$ cat src/rtl/mem_read_streamer_pkg.sv
// Shared constants and sizing helpers for the memory read streamer slice.
package mem_read_streamer_pkg;

    localparam int MAX_READ_LATENCY = 3;

    // The skid FIFO must absorb every read in flight plus the one being issued.
    function automatic int buf_depth(input int read_latency);
        return read_latency + 1;
    endfunction

    // Width that holds inflight + buffered words without wrapping.
    function automatic int occ_width(input int depth);
        return $clog2(2 * depth);
    endfunction

endpackage

$ cat src/rtl/mem_read_streamer_if.sv
// Port-B read bus plus the outgoing valid/ready stream of the read streamer.
interface mem_read_streamer_if #(
    parameter int ADDR_WIDTH = 16,
    parameter int DATA_WIDTH = 32
);
    logic [ADDR_WIDTH-1:0] rd_addr;
    logic                  rd_en;
    logic [DATA_WIDTH-1:0] rd_data;
    logic                  out_valid;
    logic                  out_ready;
    logic [DATA_WIDTH-1:0] out_data;

    modport master (
        output rd_addr, rd_en, out_valid, out_data,
        input  rd_data, out_ready
    );

    modport slave (
        input  rd_addr, rd_en, out_valid, out_data,
        output rd_data, out_ready
    );
endinterface

$ cat src/rtl/mem_read_streamer_skid_fifo.sv
// Synchronous first-word-fall-through FIFO used to absorb read data under backpressure.
module stream_skid_fifo #(
    parameter int DEPTH = 2,
    parameter int WIDTH = 32
) (
    input  logic                       clk,
    input  logic                       reset,
    input  logic                       push,
    input  logic [WIDTH-1:0]           push_data,
    input  logic                       pop,
    output logic [WIDTH-1:0]           head,
    output logic [$clog2(DEPTH+1)-1:0] count,
    output logic                       empty,
    output logic                       full
);
    localparam int PTR_WIDTH = (DEPTH > 1) ? $clog2(DEPTH) : 1;
    localparam int CNT_WIDTH = $clog2(DEPTH + 1);

    logic [WIDTH-1:0]     store [DEPTH];
    logic [PTR_WIDTH-1:0] wr_ptr;
    logic [PTR_WIDTH-1:0] rd_ptr;
    logic                 do_push;
    logic                 do_pop;

    function automatic logic [PTR_WIDTH-1:0] ptr_inc(input logic [PTR_WIDTH-1:0] ptr);
        return (ptr == PTR_WIDTH'(DEPTH - 1)) ? '0 : ptr + PTR_WIDTH'(1);
    endfunction

    assign empty   = (count == '0);
    assign full    = (count == CNT_WIDTH'(DEPTH));
    assign do_pop  = pop && !empty;
    assign do_push = push && (!full || do_pop);
    assign head    = empty ? '0 : store[rd_ptr];

    always_ff @(posedge clk) begin
        if (reset) begin
            wr_ptr <= '0;
            rd_ptr <= '0;
            count  <= '0;
        end else begin
            if (do_push) wr_ptr <= ptr_inc(wr_ptr);
            if (do_pop)  rd_ptr <= ptr_inc(rd_ptr);
            count <= count + CNT_WIDTH'(do_push) - CNT_WIDTH'(do_pop);
        end
    end

    // NOTE: the storage array is deliberately not reset; empty gates head, so stale words are never visible.
    always_ff @(posedge clk) begin
        if (do_push) store[wr_ptr] <= push_data;
    end

endmodule

$ cat src/rtl/mem_read_streamer.sv
// Reads every word the port-A writer has produced, in order, and streams it out with
// credit-based flow control that covers the fixed memory read latency.
module mem_read_streamer
    import mem_read_streamer_pkg::*;
#(
    parameter int ADDR_WIDTH   = 16,
    parameter int DATA_WIDTH   = 32,
    parameter int READ_LATENCY = 1
) (
    input  logic                  clk,
    input  logic                  reset,
    input  logic                  enable,
    input  logic [ADDR_WIDTH-1:0] wr_addr,
    output logic [ADDR_WIDTH-1:0] backlog,
    mem_read_streamer_if.master   bus
);
    localparam int BUF_DEPTH      = buf_depth(READ_LATENCY);
    localparam int OCC_WIDTH      = occ_width(BUF_DEPTH);
    localparam int FIFO_CNT_WIDTH = $clog2(BUF_DEPTH + 1);

    if (READ_LATENCY < 1 || READ_LATENCY > MAX_READ_LATENCY) begin : g_bad_latency
        $error("mem_read_streamer: READ_LATENCY must be 1..3");
    end

    logic [ADDR_WIDTH-1:0]     issued;
    logic [ADDR_WIDTH-1:0]     next_addr;
    logic [READ_LATENCY-1:0]   inflight;
    logic [OCC_WIDTH-1:0]      inflight_cnt;
    logic [OCC_WIDTH-1:0]      occupancy;
    logic [FIFO_CNT_WIDTH-1:0] fifo_count;
    logic                      fifo_empty;
    logic                      fifo_full;
    logic                      issue;
    logic                      push;
    logic                      pop;

    // NOTE: every always_comb output gets a default before any conditional update, so no latch is inferred.
    always_comb begin
        inflight_cnt = '0;
        for (int i = 0; i < READ_LATENCY; i++) begin
            inflight_cnt = inflight_cnt + OCC_WIDTH'(inflight[i]);
        end
    end

    // A pop this cycle frees its slot in time for the word we would issue now.
    assign pop       = bus.out_valid && bus.out_ready;
    assign occupancy = inflight_cnt + OCC_WIDTH'(fifo_count) - OCC_WIDTH'(pop);
    assign issue     = !reset && enable && (wr_addr != issued)
                       && (occupancy < OCC_WIDTH'(BUF_DEPTH));

    assign next_addr   = issued + ADDR_WIDTH'(1);
    assign bus.rd_en   = issue;
    assign bus.rd_addr = issue ? next_addr : issued;
    assign backlog     = wr_addr - issued;
    assign push        = inflight[READ_LATENCY-1];

    // NOTE: sequential state uses non-blocking assignments so every register samples pre-edge values.
    always_ff @(posedge clk) begin
        if (reset) begin
            issued   <= '0;
            inflight <= '0;
        end else begin
            if (issue) issued <= next_addr;
            inflight[0] <= issue;
            for (int i = 1; i < READ_LATENCY; i++) begin
                inflight[i] <= inflight[i-1];
            end
        end
    end

    stream_skid_fifo #(
        .DEPTH (BUF_DEPTH),
        .WIDTH (DATA_WIDTH)
    ) u_fifo (
        .clk       (clk),
        .reset     (reset),
        .push      (push),
        .push_data (bus.rd_data),
        .pop       (pop),
        .head      (bus.out_data),
        .count     (fifo_count),
        .empty     (fifo_empty),
        .full      (fifo_full)
    );

    assign bus.out_valid = !fifo_empty;

    // A push into a full FIFO without a pop means the credit check is broken.
    a_no_overflow : assert property (@(posedge clk) disable iff (reset)
        !(push && fifo_full && !pop));

    a_out_stable : assert property (@(posedge clk) disable iff (reset)
        bus.out_valid && !bus.out_ready |=> bus.out_valid && $stable(bus.out_data));

endmodule

$ cat src/flat_wrapper.sv
// flat-port wrapper written by rule: the top's interface ports become plain ports
module mem_read_streamer_flat import mem_read_streamer_pkg::*;
#(
    parameter int ADDR_WIDTH   = 16,
    parameter int DATA_WIDTH   = 32,
    parameter int READ_LATENCY = 1
)
  (clk, reset, enable, wr_addr, backlog, bus_rd_addr, bus_rd_en, bus_out_valid, bus_out_data, bus_rd_data, bus_out_ready);
  mem_read_streamer_if #(.ADDR_WIDTH(ADDR_WIDTH), .DATA_WIDTH(DATA_WIDTH)) bus_i ();
  input  logic clk;
  input  logic reset;
  input  logic enable;
  input  logic [ADDR_WIDTH-1:0] wr_addr;
  output logic [ADDR_WIDTH-1:0] backlog;
  output wire logic [$bits(bus_i.rd_addr)-1:0] bus_rd_addr;
  output wire logic [$bits(bus_i.rd_en)-1:0] bus_rd_en;
  output wire logic [$bits(bus_i.out_valid)-1:0] bus_out_valid;
  output wire logic [$bits(bus_i.out_data)-1:0] bus_out_data;
  input wire logic [$bits(bus_i.rd_data)-1:0] bus_rd_data;
  input wire logic [$bits(bus_i.out_ready)-1:0] bus_out_ready;
  assign bus_rd_addr = bus_i.rd_addr;
  assign bus_rd_en = bus_i.rd_en;
  assign bus_out_valid = bus_i.out_valid;
  assign bus_out_data = bus_i.out_data;
  assign bus_i.rd_data = bus_rd_data;
  assign bus_i.out_ready = bus_out_ready;
  mem_read_streamer #(.ADDR_WIDTH(ADDR_WIDTH), .DATA_WIDTH(DATA_WIDTH), .READ_LATENCY(READ_LATENCY)) u_core (.clk(clk), .reset(reset), .enable(enable), .wr_addr(wr_addr), .backlog(backlog), .bus(bus_i));
endmodule
$ cat config.mk
export PLATFORM = sky130hd
export DESIGN_NAME = mem_read_streamer_flat
export DESIGN_NICKNAME = d
export VERILOG_FILES = /design/src/rtl/mem_read_streamer_pkg.sv /design/src/rtl/mem_read_streamer_if.sv /design/src/rtl/mem_read_streamer_skid_fifo.sv /design/src/rtl/mem_read_streamer.sv /design/src/flat_wrapper.sv
export SDC_FILE = /design/constraint.sdc
export NUM_CORES = 1
export LEC_CHECK = 0
export CAP_MARGIN = 20
export CORE_ASPECT_RATIO = 0.6
export CORE_MARGIN = 3
export CORE_UTILIZATION = 50
export DETAILED_ROUTE_END_ITERATION = 16
export PLACE_DENSITY = 0.81
export REMOVE_ABC_BUFFERS = 1
export SYNTH_ARGS = -nofsm -noshare
export SYNTH_HDL_FRONTEND = slang
export SYNTH_HIERARCHICAL = 1
export SYNTH_SLANG_ARGS = --single-unit
export TNS_END_PERCENT = 100
$ cat constraint.sdc
create_clock -name clk -period 4.75 [get_ports clk]
set_input_delay 1.425 -clock clk [delete_from_list [all_inputs] [get_ports clk]]
set_output_delay 1.425 -clock clk [all_outputs]
set_load 0.005 [all_outputs]
==> results of run 1 <==
-- final cells by class --
type / count / area (sq um)
Clock buffer: 10 / 229
Clock inverter: 6 / 86.3
Fill cell: 541 / 1770
Inverter: 23 / 88.8
Multi-Input combinational cell: 293 / 2490
Sequential cell: 86 / 2360
Tap cell: 112 / 140
Timing Repair Buffer: 189 / 1620
-- flip-flops by register name, summed over array words and instances (netlist names), named ones only --
name / cells
u_core/inflight: 1
u_core/issued: 16
u_core/u_fifo/count: 2
u_core/u_fifo/rd_ptr: 1
u_core/u_fifo/store: 64
u_core/u_fifo/wr_ptr: 1
-- worst max-delay path, delay by kind of cell --
kind                       cells  cell delay [ns]
AOI/OAI and AO/OA              3             0.51
buffers and inverters          5             0.81
and+or+nand+nor                3             0.35
adders and majority gates      1             0.21
-- layer usage --
layer,track usage [%],vias to the layer above,wire (um)
met1,32.2,1892,5700
li1,-,1860,-
met4,6.47,0,121
met5,0,-,0
met2,40.9,122,6350
met3,5.32,13,687
-- metrics by stage --
| step | util [%] | hold WS [ns] | area, sq um |
|---|---|---|---|
| 2_1_floorplan | - | 0.472 | 4560 |
| 3_3_place_gp | 71.7 | 0.482 | 6300 |
| 3_5_place_dp | 71.7 | 0.506 | 6300 |
| 4_1_cts | 78.8 | 0.522 | 6920 |
| 5_1_grt | 79.8 | 0.564 | 7010 |
| 6_report | 79.8 | 0.523 | 7010 |
-- power by group through the flow --
stage               Sequential (mW)  Clock, mW  Combinational (mW)
floorplan                     0.917          0               0.256
global placement              0.922          0               0.594
detailed placement            0.927          0               0.613
CTS                           0.912      0.750               0.666
global route                  0.920      0.782               0.741
finish                        0.914      0.736               0.684
-- what timing repair did --
| item | CTS | global route |
|---|---|---|
| cloned | 1 | 0 |
| setup buffers | 13 | 8 |
| hold endpoints to repair | 0 | 0 |
| hold buffers | 0 | 0 |
| endpoints found under the setup margin | 31 | 27 |
| gates resized for setup | 163 | 25 |
| pin swaps | 48 | 30 |
-- worst paths after layout --
| kind | from | to | slack (ns) | depth (start not counted) |
|---|---|---|---|---|
| max reg2reg | u_core/issued[10] | u_core/issued[12] | 2.14 | 9 |
| min | u_core/u_fifo/rd_ptr | u_core/u_fifo/rd_ptr | 0.52 | 2 |
| min reg2reg | u_core/u_fifo/rd_ptr | u_core/u_fifo/rd_ptr | 0.52 | 2 |
| max | wr_addr[1] | backlog[11] | 0.003 | 12 |
-- layout by cell type, fill, tap and decap left out, drive strengths merged, types with 5 or more instances in the layout --
cell and instances:
clkdlybuf4s15 7, dlygate4sd2 11, nor4 6, xor2 6, xnor2 37, clkdlybuf4s50 74, a21o 5, ha 18
nand3 10, o21ai 11, dfxtp 22, nand4 7, clkbuf 12, nand2 19, and3 8, buf 95
nor2b 8, nor3 9, a21oi 13, inv 24, nor2 64, mux2i 33, edfxtp 64
==> key figures, run 1 <==
Timing
  – Max-slew violation count: 0
  – Final period utilization: 99.9%
  – RSZ-0062 raised after global routing: yes
  – Tmin final: 4.75 ns
  – Clk_skew: 0.00471 ns
  – Worst slew pin tran: 1.01 ns
  – TNS Setup: 0 ns
  – Setup ws final: 0.00270 ns
  – Final Hold Viols: 0
  – Fmax achieved: 211 MHz
  – Final setup vio count: 0
  – Max-Slew Margin vs Limit: between 30% and 40%

Critical path
  – Top cell by count, worst path: buf_4
  – Worst path slowest cell: dlygate4sd2_1
  – CP Launch Type: input port
  – CP Capture Type: output port
  – Worst EP required: 3.32 ns
  – Worst-path maximum fanout: 2
  – Crit Path Category: in2out
  – Delay of the slowest critical-path stage: 0.26 ns
  – Worst-path cell chain: buf_6, ha_4, nor2b_4, o31a_1, buf_4, buf_4, o31ai_2, buf_4, a21oi_1, nor3_1, nor2_1, dlygate4sd2_1
  – Critical Path AT: roughly 3.3 ns

Route
  – DR DRC count: 0
  – First-pass iteration count of the detailed router: 5
  – DR vias: 3887
  – Drt via density: between 5 and 6
  – WL/cell: 17.9 um
  – Initial DRC count: 329
  – Post-route ant nets: 0
  – Final wirelength: between 10000 and 15000 um

Floorplan
  – Number of core rows: 26
  – Die W: 131 um
  – Boundary Pins: approximately 120
  – Starting Density: 53.2%
  – Die Y: 80.9 um
  – Die Area: 10600 sq um
  – Total core area: 8780 sq um

GRT
  – Total grt overflow: 0
  – Largest net degree at the start of global routing: 35
  – Vias in the first global route: 4019
  – First-pass GRT wire length: 19900 um
  – Initial antenna violation count: 0
  – Overall routing resource usage: between 20 and 25%

Layout
  – Synth-to-Final Area Change: 49.9%
  – # nets final: 673
  – Share of layout cells above drive strength 1: 30.5%
  – Layout Cells excl Fill: between 700 and 800
  – Number of antenna diodes: 0

Clock tree
  – CTS root buf: clkbuf_16
  – CTS tree: done
  – Max H-tree Level: 3
  – Number of clock sinks: 86
  – Clock slew at reported path FFs: approximately 0.06 ns
  – CTS Buffer Depth: 2
  – CTS buffer count: 9
  – Worst-Skew Late Latency: 0.34 ns

Placed design
  – Pre-CTS WS: -0.803 ns
  – Port bufs: 117
  – DP HPWL: 8720 um
  – Post-Place Cells: 684
  – Final Wtd Congestion: 0.903

Synth
  – Synthesized area: 4680 sq um
  – Synth warn: 6
  – Post-Syn Area per Cell: between 10 and 15 sq um
  – Mapped Cells: 422

Power
  – Net switching power: 0.622 mW
  – Internal: 1.71 mW
  – Reg power frac: around two fifths
  – VDD IR max: about 0.29 mV
  – Comb pwr share: a little under 30%
  – Clock power share: approximately a third
  – Sw Ratio: 26.7%
  – Static leakage: 2.63 nW
  – Pwr/cell area: between 300 and 400 nW/um^2
  – Overall power: between 2 and 2.5 mW

Job
  – Max cap viols: 0

Run status
  – Run status: completed

Worst hold path
  – HP Class: reg2reg
(Power assumes the default switching activity.)
==> run 2, diff against run 1 <==
CTS_CLUSTER_DIAMETER = 40   (was default)
==> results of run 2 <==
The final DEF is identical to that of run 1; final timing and power are the same.
==> run 3, diff against run 2 <==
ABC_CLOCK_PERIOD_IN_PS = 4750   (was default)
==> results of run 3 <==
The final DEF is identical to that of run 1; final timing and power are the same.
